--- src/rtl/nested_epc_stack.sv ---
// nested_epc_stack
// LIFO of exception return addresses for CP0. Each exception commit pushes
// an entry and each ERET pops one. MTC0 and MFC0 access the top entry. The
// top entry drives the ERET target toward fetch.
// The storage is a circular buffer with a top pointer and a level count. A
// push into a full stack silently overwrites the oldest entry.
module nested_epc_stack #(
    parameter int WIDTH = 32,
    parameter int DEPTH = 4,
    parameter int PTR_W = 2
) (
    input  logic             clk,
    input  logic             rst,
    input  logic             exc_p,
    input  logic             bd_p,
    input  logic [WIDTH-1:0] pc_p,
    input  logic             eret_p,
    input  logic             we_s,
    input  logic [WIDTH-1:0] write_data,
    input  logic             flag_clr,
    output logic [WIDTH-1:0] read_data,
    output logic             read_bd,
    output logic [PTR_W:0]   level,
    output logic             empty,
    output logic             full,
    output logic             ovf,
    output logic             unf
);

    localparam logic [PTR_W:0] LEVEL_MAX = (PTR_W+1)'(DEPTH);

    logic [WIDTH-1:0] epc_mem [DEPTH];
    logic             bd_mem  [DEPTH];
    logic [PTR_W-1:0] top;
    logic [PTR_W-1:0] top_inc;
    logic [PTR_W-1:0] top_dec;
    logic [WIDTH-1:0] push_epc;

    logic is_empty;
    logic is_full;
    logic do_push;
    logic do_pop;
    logic do_unf;
    logic do_wr_top;
    logic do_wr_new;

    assign is_empty = (level == '0);
    assign is_full  = (level == LEVEL_MAX);
    assign top_inc  = top + PTR_W'(1);
    assign top_dec  = top - PTR_W'(1);

    // A fault in a delay slot resumes at the branch, so the EPC is backed up by one instruction
    assign push_epc = bd_p ? (pc_p - WIDTH'(4)) : pc_p;

    // Only one action is taken per edge. An exception wins over ERET, and ERET wins over MTC0
    assign do_push   = exc_p;
    assign do_pop    = !exc_p && eret_p && !is_empty;
    assign do_unf    = !exc_p && eret_p && is_empty;
    assign do_wr_top = !exc_p && !eret_p && we_s && !is_empty;
    assign do_wr_new = !exc_p && !eret_p && we_s && is_empty;

    // Entry storage. Pushes land above the top, MTC0 edits the top, and a pop zeroes the vacated slot
    always_ff @(posedge clk or negedge rst) begin
        if (!rst) begin
            for (int i = 0; i < DEPTH; i++) begin
                epc_mem[i] <= '0;
                bd_mem[i]  <= 1'b0;
            end
        end else if (do_push) begin
            epc_mem[top_inc] <= push_epc;
            bd_mem[top_inc]  <= bd_p;
        end else if (do_wr_new) begin
            epc_mem[top_inc] <= write_data;
            bd_mem[top_inc]  <= 1'b0;
        end else if (do_wr_top) begin
            epc_mem[top] <= write_data;
        end else if (do_pop) begin
            epc_mem[top] <= '0;
            bd_mem[top]  <= 1'b0;
        end
    end

    // Top pointer and level. The level saturates at DEPTH while the pointer keeps wrapping
    always_ff @(posedge clk or negedge rst) begin
        if (!rst) begin
            top   <= '0;
            level <= '0;
        end else if (do_push || do_wr_new) begin
            top <= top_inc;
            if (!is_full) begin
                level <= level + 1'b1;
            end
        end else if (do_pop) begin
            top   <= top_dec;
            level <= level - 1'b1;
        end
    end

    // Sticky overflow/underflow flags. A new event in the same cycle takes precedence over flag_clr
    always_ff @(posedge clk or negedge rst) begin
        if (!rst) begin
            ovf <= 1'b0;
            unf <= 1'b0;
        end else begin
            if (flag_clr) begin
                ovf <= 1'b0;
                unf <= 1'b0;
            end
            if (do_push && is_full) begin
                ovf <= 1'b1;
            end
            if (do_unf) begin
                unf <= 1'b1;
            end
        end
    end

    // The top entry is exposed directly. It is forced to zero when the stack holds nothing
    always_comb begin
        read_data = '0;
        read_bd   = 1'b0;
        if (!is_empty) begin
            read_data = epc_mem[top];
            read_bd   = bd_mem[top];
        end
    end

    assign empty = is_empty;
    assign full  = is_full;

endmodule

--- config.mk ---
export PLATFORM = sky130hd
export DESIGN_NAME = nested_epc_stack
export DESIGN_NICKNAME = d
export VERILOG_FILES = /design/src/rtl/nested_epc_stack.sv
export SDC_FILE = /design/constraint.sdc
export NUM_CORES = 1
export LEC_CHECK = 0
export ABC_AREA = 1
export BUFFER_PORTS_ARGS = -buffer_cell sky130_fd_sc_hd__buf_2
export CAP_MARGIN = 5
export CORE_ASPECT_RATIO = 0.7
export CORE_UTILIZATION = 25
export DETAILED_ROUTE_END_ITERATION = 7
export PLACE_DENSITY = 0.43
export SYNTH_ARGS = -nofsm -noshare
export SYNTH_HDL_FRONTEND = slang
export SYNTH_SLANG_ARGS = --single-unit
--- constraint.sdc ---
create_clock -name clk -period 2.2 [get_ports clk]
set_input_delay 0.33 -clock clk [delete_from_list [all_inputs] [get_ports clk]]
set_output_delay 0.33 -clock clk [all_outputs]
set_load 0.02 [all_outputs]
==> results of run 1 <==
[kinds of logic after synthesis]
logic type | Yosys count | share of synthesized area (%)
compound gates | 384 | 17.2
xor+xnor | 13 | 1.11
fa+ha+maj | 6 | 0.710
buf+inv | 266 | 9.78
flops | 139 | 29.9
simple gates | 1135 | 41.4
[critical path, delay by kind of cell (launching register included)]
kind | cells | cell delay, ns
AND/OR/NAND/NOR | 2 | 0.10
buffers and inverters | 4 | 0.64
flip-flops | 1 | 0.37
AO/OA/AOI/OAI | 2 | 0.28
[routing by layer]
layer | vias up | share of wire (%) | GRT usage [%]
met4 | 0 | 1.0 | 6.00
met3 | 34 | 9.4 | 6.38
li1 | 6628 | - | -
met1 | 6706 | 48 | 36.4
met2 | 579 | 42 | 35.5
met5 | - | 0 | 0
[timing repair]
item                       CTS  global route
setup endpoints to repair   33            92
gates resized for setup     76            77
hold buffers                 1             0
pin swaps                   15            28
buffers inserted            12             1
hold endpoints to repair    45             0
cloned                       9             4
[power by group]
part           total [mW]  leakage, nW  switching, mW  internal (mW)
Sequential           4.61         1.77          0.875           3.73
Combinational        14.1         5.21           8.73           5.38
Clock                3.32        0.305           1.33           1.98
[cell type report]
cell class	count	area [µm²]	share of cell area (%)
Inverter	130	524	3.45
Timing Repair Buffer	258	2560	16.9
Multi-Input combinational cell	1538	7210	47.5
Timing Repair inverter	1	11.3	0.0742
Sequential cell	139	3480	22.9
Tap cell	603	754	4.97
Antenna cell	1	2.50	0.0165
Clock buffer	21	470	3.10
Clock inverter	11	166	1.10
[cells in the mapped netlist, types with 2 or more instances]
| master | count |
|---|---|
| sky130_fd_sc_hd__nand2_1 | 627 |
| sky130_fd_sc_hd__nor2_1 | 220 |
| sky130_fd_sc_hd__nand3_1 | 210 |
| sky130_fd_sc_hd__a21oi_1 | 177 |
| sky130_fd_sc_hd__dfrtp_1 | 139 |
| sky130_fd_sc_hd__o21ai_0 | 118 |
| sky130_fd_sc_hd__inv_1 | 116 |
| sky130_fd_sc_hd__o21ai_1 | 59 |
| sky130_fd_sc_hd__clkbuf_1 | 57 |
| sky130_fd_sc_hd__buf_2 | 41 |
| sky130_fd_sc_hd__nand4_1 | 37 |
| sky130_fd_sc_hd__buf_1 | 20 |
| sky130_fd_sc_hd__buf_4 | 13 |
| sky130_fd_sc_hd__o211ai_1 | 13 |
| sky130_fd_sc_hd__nand2_2 | 12 |
| sky130_fd_sc_hd__inv_2 | 11 |
| sky130_fd_sc_hd__o22ai_1 | 9 |
| sky130_fd_sc_hd__xor2_1 | 8 |
| sky130_fd_sc_hd__nor2_4 | 7 |
| sky130_fd_sc_hd__buf_6 | 5 |
| sky130_fd_sc_hd__ha_1 | 5 |
| sky130_fd_sc_hd__nand3b_1 | 5 |
| sky130_fd_sc_hd__and2_1 | 3 |
| sky130_fd_sc_hd__nor2_2 | 3 |
| sky130_fd_sc_hd__o21bai_1 | 3 |
| sky130_fd_sc_hd__xnor2_1 | 3 |
| sky130_fd_sc_hd__clkinv_1 | 2 |
| sky130_fd_sc_hd__nand2_4 | 2 |
| sky130_fd_sc_hd__nand3_2 | 2 |
| sky130_fd_sc_hd__nor2_8 | 2 |
| sky130_fd_sc_hd__nor3_1 | 2 |
| sky130_fd_sc_hd__xnor2_2 | 2 |
[layout by cell type (no fill, tap or decap), drive strengths merged, types with 2 or more instances in the layout]
cell	synthesis	routed
nand2	641	641
buf	79	254
nor2	232	232
nand3	213	213
o21ai	179	179
a21oi	177	177
dfrtp	139	139
inv	128	129
nand4	37	37
clkbuf	57	24
o211ai	13	13
o22ai	9	9
xor2	8	8
clkinvlp	0	5
nand3b	5	5
ha	5	5
xnor2	5	5
bufinv	0	4
clkinv	2	4
o21bai	3	3
and2	3	3
nor3	2	2
[flip-flops by register name (all words and copies together) (netlist names)]
register / flops
bd_mem: 4
unf: 1
level: 3
ovf: 1
epc_mem: 128
top: 2
[final timing paths]
| kind | end | from | cells past startpoint | slack, ns |
|---|---|---|---|---|
| worst min register to register | epc_mem[68]$_DFFE_PN0P_ | epc_mem[68]$_DFFE_PN0P_ | 2 | 0.47 |
| worst max-delay path | read_data[27] | top[0]$_DFFE_PN0P_ | 8 | -0.01 |
| worst max register to register | epc_mem[121]$_DFFE_PN0P_ | top[0]$_DFFE_PN0P_ | 11 | 0.10 |
| max in group asynchronous | top[0]$_DFFE_PN0P_ | rst | 3 | 1.05 |
| worst min-delay path | unf$_DFFE_PN0P_ | flag_clr | 2 | 0.09 |
| min in group asynchronous | epc_mem[9]$_DFFE_PN0P_ | rst | 2 | 0.41 |
[through the flow]
step | setup slack [ns] | power [mW] | hold WS (ns) | instance area (µm²)
6_report | -0.0132 | 22.0 | 0.0905 | 15200
5_1_grt | -0.0598 | 23.4 | 0.0815 | 15200
3_3_place_gp | 0.00254 | 16.2 | 0.343 | 13700
4_1_cts | -0.0571 | 21.1 | 0.0727 | 14800
3_5_place_dp | -0.0641 | 16.2 | 0.343 | 13700
2_1_floorplan | 0.0816 | 11.3 | 0.0344 | 11600
==> metrics.md, run 1 <==
| Metric | Value |
|---|---|
| Sum of net half-perimeters after detailed placement | `37,600 µm` |
| Fraction of the yosys area taken by sequential cells | `29.9%` |
| Final critical-path share of the clock period | `101%` |
| Number of sinks on the clock net | `139` |
| Initial cell density of the core | `between 20 and 30%` |
| Drt total wl | `58,900 µm` |
| Vias post-DR | `~14k` |
| Fill cells | `4,975` |
| Violated checks | `negative setup slack` |
| Startpoint Class | `flip-flop` |
| Endpoint type of the worst setup path | `output port` |
| # port buffers | `110` |
| Largest area contributor in the netlist | `sky130_fd_sc_hd__dfrtp_1` |
| Number of nets in the layout | `2,162` |
| #FFs+latches synth | `about 140` |
| Max cap viols | `0` |
| Synthesized Nets | `2,020` |
| Number of buffers created by CTS | `17` |
| Global route overflow | `0` |
| Area share of the largest cell type after synthesis | `29.9%` |
| Crit path arrival time | `1.88 ns` |
| Maximum vdd drop | `0.000784 V` |
| Count of endpoints failing setup in the final report | `2` |
| Cell mode on critical path | `sky130_fd_sc_hd__buf_12` |
| Die H | `183 µm` |
| Via count of the first global-routing pass | `13.1k` |
| Post-route setup TNS | `-0.0136 ns` |
| CTS tree | `yes` |
| Clock network latency to the later pin of the worst-skew pair | `0.46 ns` |
| Post-Syn Area | `11,600 µm²` |
| Wire length of the first global-routing pass | `86,900 µm` |
| Largest net degree at the start of global routing | `69` |
| Root cell of the clock tree | `sky130_fd_sc_hd__clkbuf_16` |
| Number of H-tree branching levels | `4` |
| Required time reported for the critical path endpoint | `1.87 ns` |
| Number of placed I/O pins | `111` |
| Clock-pin slew reported for the worst setup and hold paths after clock tree synthesis | `0.06 ns` |
| Gate Count Post-Synth | `1,943` |
| Max clock buf depth | `2` |
| Standard cell core area | `roughly 45,000 µm²` |
| Initial antenna violation count | `1` |
| Clock skew | `0.00931 ns` |
| Final core utilization | `~33%` |
| Proportion of register bits with asynchronous set or reset after synthesis | `100%` |
| Final std cells w/o fill | `2,702` |
| Synth-to-Final Area Change | `30.4%` |
| Worst-path cell chain | `buf_12 > buf_12 > buf_16 > nor2_4 > nor2_1 > o21ai_1 > a21oi_1 > buf_4` |
| Transition at the pin with the smallest max-transition slack | `between 0.5 and 0.6 ns` |
| Critical path's slowest cell | `sky130_fd_sc_hd__dfrtp_2` |
| Routability congestion estimate from global placement | `approximately 0.86` |
| HP Class | `in -> reg` |
| Setup repair after global routing missed its margin | `true` |
| Yosys synthesis warning count | `0` |
| Cell Pwr Density | `approximately 1500 nW/µm²` |
| Minimum clock period | `2.21 ns` |
| Post-synthesis cell type count | `42` |
| Starting DRT DRC Count | `1,448` |
| Crit-path max cell delay | `about 0.37 ns` |
| Instance count after placement with tap cells included | `approximately 2.6k` |
| Worst Slack Setup Final | `-0.0132 ns` |
| DR DRC count | `0` |
| Full die area | `around 47,000 µm²` |
| Critical path fanouts, max | `8` |
| Mean cell area of the mapped netlist | `5.99 µm²` |
| Flip-flop cell with the highest count after synthesis | `sky130_fd_sc_hd__dfrtp_1` |
| Cell types occupying the most area after synthesis | `sky130_fd_sc_hd__dfrtp_1 30%, sky130_fd_sc_hd__nand2_1 20%, sky130_fd_sc_hd__nand3_1 9.0%` |
| Number of flops mapped to enable cells by yosys | `0` |
| Upper clock frequency limit | `452 MHz` |
| Die width | `around 260 µm` |
| Status | `finished with violations` |
| Proportion of layout cells with a drive suffix above 1 | `18.1%` |
| Site Rows | `65` |
| Total global-route track usage | `24.8%` |
| Drt wl/cell | `21.8 µm` |
| Pre-Repair DR Iteration Count | `6` |
| Critical setup path kind | `reg -> out` |
| Vias per Instance | `about 5.2` |
| Number of pins exceeding their max-slew limit in the final report | `0` |
| Slew Limit Headroom | `about 62%` |
| Count of final hold-check violations | `0` |
| Leakage power figure | `7.28 nW` |
| Number of nets with antenna violations after detailed routing | `0` |
Note: power is estimated with default switching activity, not from simulation.
==> run 2: changes to the inputs <==
--- a/config.mk
+++ b/config.mk
@@ -11,7 +11,10 @@
 export CORE_ASPECT_RATIO = 0.7
 export CORE_UTILIZATION = 25
 export DETAILED_ROUTE_END_ITERATION = 7
+export HOLD_SLACK_MARGIN = 0.12
 export PLACE_DENSITY = 0.43
+export SKIP_LAST_GASP = 1
 export SYNTH_ARGS = -nofsm -noshare
 export SYNTH_HDL_FRONTEND = slang
 export SYNTH_SLANG_ARGS = --single-unit
+export TNS_END_PERCENT = 1
==> run 2 against run 1 <==
Against the previous run: the flow still finishes with violations (negative setup slack); highest routed layer unchanged; cell count about the same; routed wire length is 1.6% lower; largest power group unchanged; critical path type unchanged; clock power is 12% lower.
==> metrics.md, run 2 (synthesized netlist as in run 1, its figures left out) <==
| Metric | Value |
|---|---|
| Crit path arrival time | `1.91 ns` |
| Number of pins exceeding their max-slew limit in the final report | `0` |
| CTS tree | `yes` |
| Final critical-path share of the clock period | `102%` |
| Most frequent standard cell in the layout excluding fill and tap cells | `sky130_fd_sc_hd__nand2_1` |
| Number of cell instances on the worst register-to-register path | `12` |
| Die H | `183 µm` |
| Proportion of layout cells with a drive suffix above 1 | `roughly 17%` |
| Standard cell core area | `45,500 µm²` |
| Via count of the first global-routing pass | `12.9k` |
| Number of nets with antenna violations after detailed routing | `0` |
| Number of placed I/O pins | `between 100 and 150` |
| Vias post-DR | `between 10k and 15k` |
| Transition at the pin with the smallest max-transition slack | `0.809 ns` |
| Violated checks | `negative setup slack` |
| Largest register FFs | `128` |
| Count of final hold-check violations | `0` |
| Upper clock frequency limit | `447 MHz` |
| Clock network latency to the later pin of the worst-skew pair | `0.46 ns` |
| DR DRC count | `0` |
| Initial cell density of the core | `25.6%` |
| Vias per Instance | `~5.2` |
| Kind of cell adding the most delay to the critical path | `buffers and inverters` |
| Cell Pwr Density | `1410 nW/µm²` |
| Max cap viols | `0` |
| Largest registers | `epc_mem (128), bd_mem (4), level (3)` |
| Critical setup path kind | `reg -> out` |
| Worst-path cell chain | `buf_12 > buf_4 > clkbuf_16 > nor2_1 > nor2_1 > o21ai_0 > a21oi_1 > buf_4` |
| # port buffers | `110` |
| Worst Hold Path Cells | `3` |
| CP bufs+invs | `4` |
| Minimum clock period | `between 2 and 2.5 ns` |
| Top reg by flops | `epc_mem` |
| Routability congestion estimate from global placement | `0.836` |
| Worst-case hold path end point | `epc_mem[97]$_DFFE_PN0P_` |
| Endpoint type of the worst setup path | `output port` |
| Final core utilization | `between 30 and 40%` |
| Clock skew | `0.0145 ns` |
| Total global-route track usage | `24.3%` |
| Drt wl/cell | `21.4 µm` |
| Reg-to-reg critical path startpoint | `top[0]$_DFFE_PN0P_` |
| Critical path fanouts, max | `8` |
| Clock-pin slew reported for the worst setup and hold paths after clock tree synthesis | `0.07 ns` |
| Max clock buf depth | `2` |
| Worst flop-to-flop path endpoint | `epc_mem[21]$_DFFE_PN0P_` |
| Count of endpoints failing setup in the final report | `8` |
| Highest-count cells in the layout ignoring fill and taps | `627 x sky130_fd_sc_hd__nand2_1, 214 x sky130_fd_sc_hd__nor2_1, 210 x sky130_fd_sc_hd__nand3_1, 165 x sky130_fd_sc_hd__a21oi_1, 137 x sky130_fd_sc_hd__dfrtp_1` |
| Setup repair after global routing missed its margin | `true` |
| Leakage power figure | `7.22 nW` |
| Required time reported for the critical path endpoint | `1.87 ns` |
| Wire length of the first global-routing pass | `between 80,000 and 90,000 µm` |
| Die width | `260 µm` |
| Site Rows | `65` |
| Number of sinks on the clock net | `139` |
| Number of buffers created by CTS | `17` |
| Worst Slack Setup Final | `-0.0361 ns` |
| Total power draw | `21.0 mW` |
| Number of gates on the worst path with buffers counted | `8` |
| Status | `finished with violations` |
| Startpoint Class | `flip-flop` |
| Critical path's slowest cell | `sky130_fd_sc_hd__dfrtp_2` |
| Largest net degree at the start of global routing | `89` |
| Synth-to-Final Area Change | `28.3%` |
| Slew Limit Headroom | `45.5%` |
| Root cell of the clock tree | `sky130_fd_sc_hd__clkbuf_16` |
| Reg2Reg Setup Slack | `0.08 ns` |
| Initial antenna violation count | `1` |
| Number of H-tree branching levels | `4` |
| Crit-path max cell delay | `0.37 ns` |
| Number of nets in the layout | `2,164` |
| Sum of net half-perimeters after detailed placement | `37,100 µm` |
| HP Class | `in -> reg` |
| Drt total wl | `58,000 µm` |
| Starting DRT DRC Count | `~1.5k` |
| Global route overflow | `0` |
| Post-route setup TNS | `-0.126 ns` |
| Fill cells | `about 4.9k` |
| Maximum vdd drop | `0.000762 V` |
| Full die area | `47,400 µm²` |
| Hold wc startpoint | `pc_p[1]` |
| Pre-Repair DR Iteration Count | `5` |
==> run 2: worst register-to-register path, stage by stage (launching register included) <==
cell	delay (ns)
sky130_fd_sc_hd__dfrtp_2	0.41
sky130_fd_sc_hd__buf_12	0.16
sky130_fd_sc_hd__inv_16	0.11
sky130_fd_sc_hd__ha_2	0.23
sky130_fd_sc_hd__buf_12	0.21
sky130_fd_sc_hd__nor2_1	0.07
sky130_fd_sc_hd__inv_1	0.07
sky130_fd_sc_hd__nand2_1	0.08
sky130_fd_sc_hd__nor2_4	0.22
sky130_fd_sc_hd__buf_12	0.21
sky130_fd_sc_hd__nand2_1	0.09
sky130_fd_sc_hd__a21oi_1	0.11
sky130_fd_sc_hd__nor2_1	0.05
==> run 2: final cells by class <==
cell class,count,area (µm²),area share [%]
clock inverter,11,95.1,0.637
multi-input combinational,1538,7110,47.6
clock buffer,21,470,3.15
tap,603,754,5.05
timing repair buffer,261,2510,16.8
antenna,1,2.50,0.0168
sequential,139,3480,23.3
inverter,130,512,3.43
==> run 2: how the worst max path moves through the flow <==
stage	startpoint	to	slack, ns
2_1_floorplan	top[0]$_DFFE_PN0P_	epc_mem[82]$_DFFE_PN0P_	-0.06
3_3_place_gp	pc_p[2]	epc_mem[58]$_DFFE_PN0P_	0.05
3_5_place_dp	pc_p[2]	epc_mem[58]$_DFFE_PN0P_	0.03
4_1_cts	top[0]$_DFFE_PN0P_	read_data[31]	-0.08
5_1_grt	top[0]$_DFFE_PN0P_	read_data[24]	-0.09
6_report	top[0]$_DFFE_PN0P_	read_data[24]	-0.04
==> run 2: timing repair <==
item | in CTS | in global routing
hold endpoints to repair | 37 | 0
resized for setup | 31 | 58
hold buffers | 2 | 0
gates cloned | 4 | 4
setup endpoints to repair | 33 | 46
pin swaps | 3 | 14
setup buffers | 5 | 12
==> run 2: per-stage QoR <==
step	cell area [µm²]	setup slack [ns]	std cells	hold WS [ns]
after floorplan	11600	-0.0564	1943	0.0344
after global placement	13700	0.0484	2645	0.293
after detailed placement	13700	0.0335	2645	0.294
after CTS	14600	-0.0789	2688	0.135
after global routing	14900	-0.0894	2703	0.166
final	14900	-0.0361	2704	0.154
==> run 2: where the power goes <==
part	total (mW)	switching (mW)	internal, mW
combinational	13.5	8.44	5.07
clock	2.93	1.30	1.64
sequential	4.59	0.860	3.73
total	21.0	10.6	10.4
==> run 2: metal layers <==
metal / share of wire, % / wire [µm] / GRT usage, % / vias to the layer above
li1: - / - / - / 6623
met1: 48 / 27700 / 36.3 / 6705
met2: 42 / 24100 / 35.1 / 695
met3: 9.5 / 5520 / 5.58 / 47
met4: 1.1 / 648 / 4.42 / 0
met5: 0 / 0 / 0 / -
==> run 3: changes to the inputs <==
--- a/config.mk
+++ b/config.mk
@@ -13,6 +13,7 @@
 export DETAILED_ROUTE_END_ITERATION = 7
 export HOLD_SLACK_MARGIN = 0.12
 export PLACE_DENSITY = 0.43
+export REMOVE_ABC_BUFFERS = 1
 export SKIP_LAST_GASP = 1
 export SYNTH_ARGS = -nofsm -noshare
 export SYNTH_HDL_FRONTEND = slang
==> constraint.sdc (replaced) <==
create_clock -name clk -period 2.2 [get_ports clk]
set_input_delay 0.55 -clock clk [delete_from_list [all_inputs] [get_ports clk]]
set_output_delay 0.55 -clock clk [all_outputs]
set_load 0.02 [all_outputs]
==> run 3 against run 2 <==
Against the previous run: the run still ends with negative setup slack left; critical path type unchanged; cell area is 1.4% lower; critical path depth is 2 lower; first-iteration DRC count is 1.7% lower; cell count hardly changed; non-clock buffer count is 2 higher.
==> metrics.md, run 3 (synthesized netlist as in run 1, its figures left out) <==
| Metric | Value |
|---|---|
| Standard cell core area | `45,500 µm²` |
| Final std cells w/o fill | `2,705` |
| Clock-pin slew reported for the worst setup and hold paths after clock tree synthesis | `0.07 ns` |
| Reg2Reg Setup Slack | `-0.08 ns` |
| Highest-count cells in the layout ignoring fill and taps | `627 x sky130_fd_sc_hd__nand2_1, 220 x sky130_fd_sc_hd__nor2_1, 210 x sky130_fd_sc_hd__nand3_1, 172 x sky130_fd_sc_hd__a21oi_1, 137 x sky130_fd_sc_hd__dfrtp_1` |
| Violated checks | `negative setup slack` |
| Startpoint Class | `flip-flop` |
| DR DRC count | `0` |
| Worst Slack Setup Final | `-0.217 ns` |
| Cell Pwr Density | `1390 nW/µm²` |
| Wire length of the first global-routing pass | `86,200 µm` |
| Max cap viols | `0` |
| Largest registers | `epc_mem (128), bd_mem (4), level (3)` |
| Worst Hold Path Cells | `2` |
| Vias per Instance | `5.15` |
| Die H | `183 µm` |
| Setup repair after global routing missed its margin | `true` |
| Minimum clock period | `2.42 ns` |
| Number of nets in the layout | `2,166` |
| HP Class | `in -> reg` |
| Pre-Repair DR Iteration Count | `5` |
| Routability congestion estimate from global placement | `0.901` |
| Count of endpoints failing setup in the final report | `71` |
| Drt wl/cell | `between 20 and 25 µm` |
| Count of antenna diodes in the layout | `0` |
| Endpoint type of the worst setup path | `output port` |
| Status | `finished with violations` |
| Max clock buf depth | `2` |
| Worst-case hold path end point | `unf$_DFFE_PN0P_` |
| Top reg by flops | `epc_mem` |
| Largest register FFs | `128` |
| Number of nets with antenna violations after detailed routing | `0` |
| Number of pins exceeding their max-slew limit in the final report | `0` |
| Hold wc startpoint | `flag_clr` |
| Critical path fanouts, max | `8` |
| Most frequent standard cell in the layout excluding fill and tap cells | `sky130_fd_sc_hd__nand2_1` |
| Final critical-path share of the clock period | `110%` |
| Number of cell instances on the worst register-to-register path | `10` |
| Die width | `260 µm` |
| Count of final hold-check violations | `0` |
| Via count of the first global-routing pass | `13.2k` |
| Post-place setup slack | `-0.0807 ns` |
| Drt total wl | `~58,000 µm` |
| Slew Limit Headroom | `48.4%` |
| Crit path arrival time | `1.87 ns` |
| Synth-to-Final Area Change | `26.5%` |
| Full die area | `~47,000 µm²` |
| Site Rows | `65` |
| Clock network latency to the later pin of the worst-skew pair | `0.45 ns` |
| Worst flop-to-flop path endpoint | `epc_mem[119]$_DFFE_PN0P_` |
| CTS tree | `yes` |
| Initial antenna violation count | `0` |
| Number of H-tree branching levels | `4` |
| Initial cell density of the core | `between 20% and 30%` |
| Leakage power figure | `just over 7 nW` |
| Global route overflow | `0` |
| Clock skew | `0.0142 ns` |
| Upper clock frequency limit | `414 MHz` |
| Proportion of layout cells with a drive suffix above 1 | `16.7%` |
| Starting DRT DRC Count | `1,488` |
| Largest net degree at the start of global routing | `71` |
| Number of sinks on the clock net | `~140` |
| Number of buffers created by CTS | `17` |
| # port buffers | `110` |
| Required time reported for the critical path endpoint | `about 1.7 ns` |
| Instance count after placement with tap cells included | `2,664` |
| Maximum vdd drop | `0.000575 V` |
| Critical setup path kind | `reg -> out` |
| Reg-to-reg critical path startpoint | `top[1]$_DFFE_PN0P_` |
| Fill cells | `5,046` |
| Vias post-DR | `between 10k and 15k` |
| Root cell of the clock tree | `sky130_fd_sc_hd__clkbuf_16` |
| Total global-route track usage | `24.5%` |
| Sum of net half-perimeters after detailed placement | `38,900 µm` |
| Number of placed I/O pins | `between 100 and 150` |
| Transition at the pin with the smallest max-transition slack | `0.772 ns` |
==> run 3: cell count changes in the layout (fill, tap and decap cells not counted), sizes merged <==
cell         before  now
buf             255  261
clkbuf           24   18
bufinv            1    3
clkinv            8    9
diode             1    0
dlygate4sd3       2    1
==> run 3: routing by layer <==
metal  track usage (%)  vias up  part of all wire (%)
met4              6.82        0                   2.0
met1              35.2     6611                    47
met5                 0        -                     0
li1                  -     6631                     -
met2              37.2      619                    44
met3              4.21       63                   7.2
==> run 3: worst max-delay path, stage by stage, from the launching register on <==
cell	delay, ns
sky130_fd_sc_hd__dfrtp_2	0.41
sky130_fd_sc_hd__buf_12	0.15
sky130_fd_sc_hd__inv_16	0.12
sky130_fd_sc_hd__bufbuf_16	0.29
sky130_fd_sc_hd__o21ai_0	0.08
sky130_fd_sc_hd__a21oi_1	0.16
sky130_fd_sc_hd__buf_2	0.20
==> run 3: worst max path at each step <==
stage	from	end	slack (ns)	cells after the start
after floorplan	top[0]$_DFFE_PN0P_	epc_mem[32]$_DFFE_PN0P_	-2.87	9
after global placement	pc_p[2]	epc_mem[18]$_DFFE_PN0P_	-0.1	11
after detailed placement	pc_p[2]	epc_mem[18]$_DFFE_PN0P_	-0.08	11
after CTS	top[0]$_DFFE_PN0P_	read_data[13]	-0.23	6
after global routing	top[0]$_DFFE_PN0P_	read_data[25]	-0.29	7
final	top[0]$_DFFE_PN0P_	read_data[26]	-0.22	6
==> run 3: per-stage QoR <==
| stage | power (mW) | cell area, µm² | hold WS, ns | util (%) | TNS (ns) |
|---|---|---|---|---|---|
| 3_3_place_gp | 16.4 | 13800 | 0.451 | 30.4 | -0.579 |
| 3_5_place_dp | 16.5 | 13800 | 0.453 | 30.4 | -0.251 |
| 4_1_cts | 20.4 | 14700 | 0.284 | 32.4 | -7.10 |
| 6_report | 20.5 | 14700 | 0.306 | 32.4 | -5.94 |
| 2_1_floorplan | 10.8 | 11000 | 0.254 | - | -354.92 |
| 5_1_grt | 21.9 | 14700 | 0.299 | 32.4 | -17.28 |
==> run 3: cell type report <==
type                            instances  area, µm²  area share, %
Sequential cell                       139       3480           23.6
Clock buffer                           18        439           2.98
Clock inverter                         14        171           1.16
Tap cell                              603        754           5.13
Inverter                              130        517           3.51
Multi-Input combinational cell       1538       7060           47.9
Timing Repair Buffer                  263       2300           15.6
==> run 3: repair_timing <==
action / CTS / global route
gates cloned: 3 / 0
pin swaps: 9 / 1
setup endpoints to repair: 41 / 141
endpoints found under the hold margin: 40 / 0
buffers inserted: 5 / 0
hold buffers: 1 / 0
resized for setup: 43 / 2
==> run 3: power breakdown <==
part           switching (mW)  internal, mW  leakage [nW]  total, mW
clock network            1.34          1.82         0.292       3.16
logic                    8.16          4.57          5.12       12.7
registers               0.836          3.73          1.77       4.57
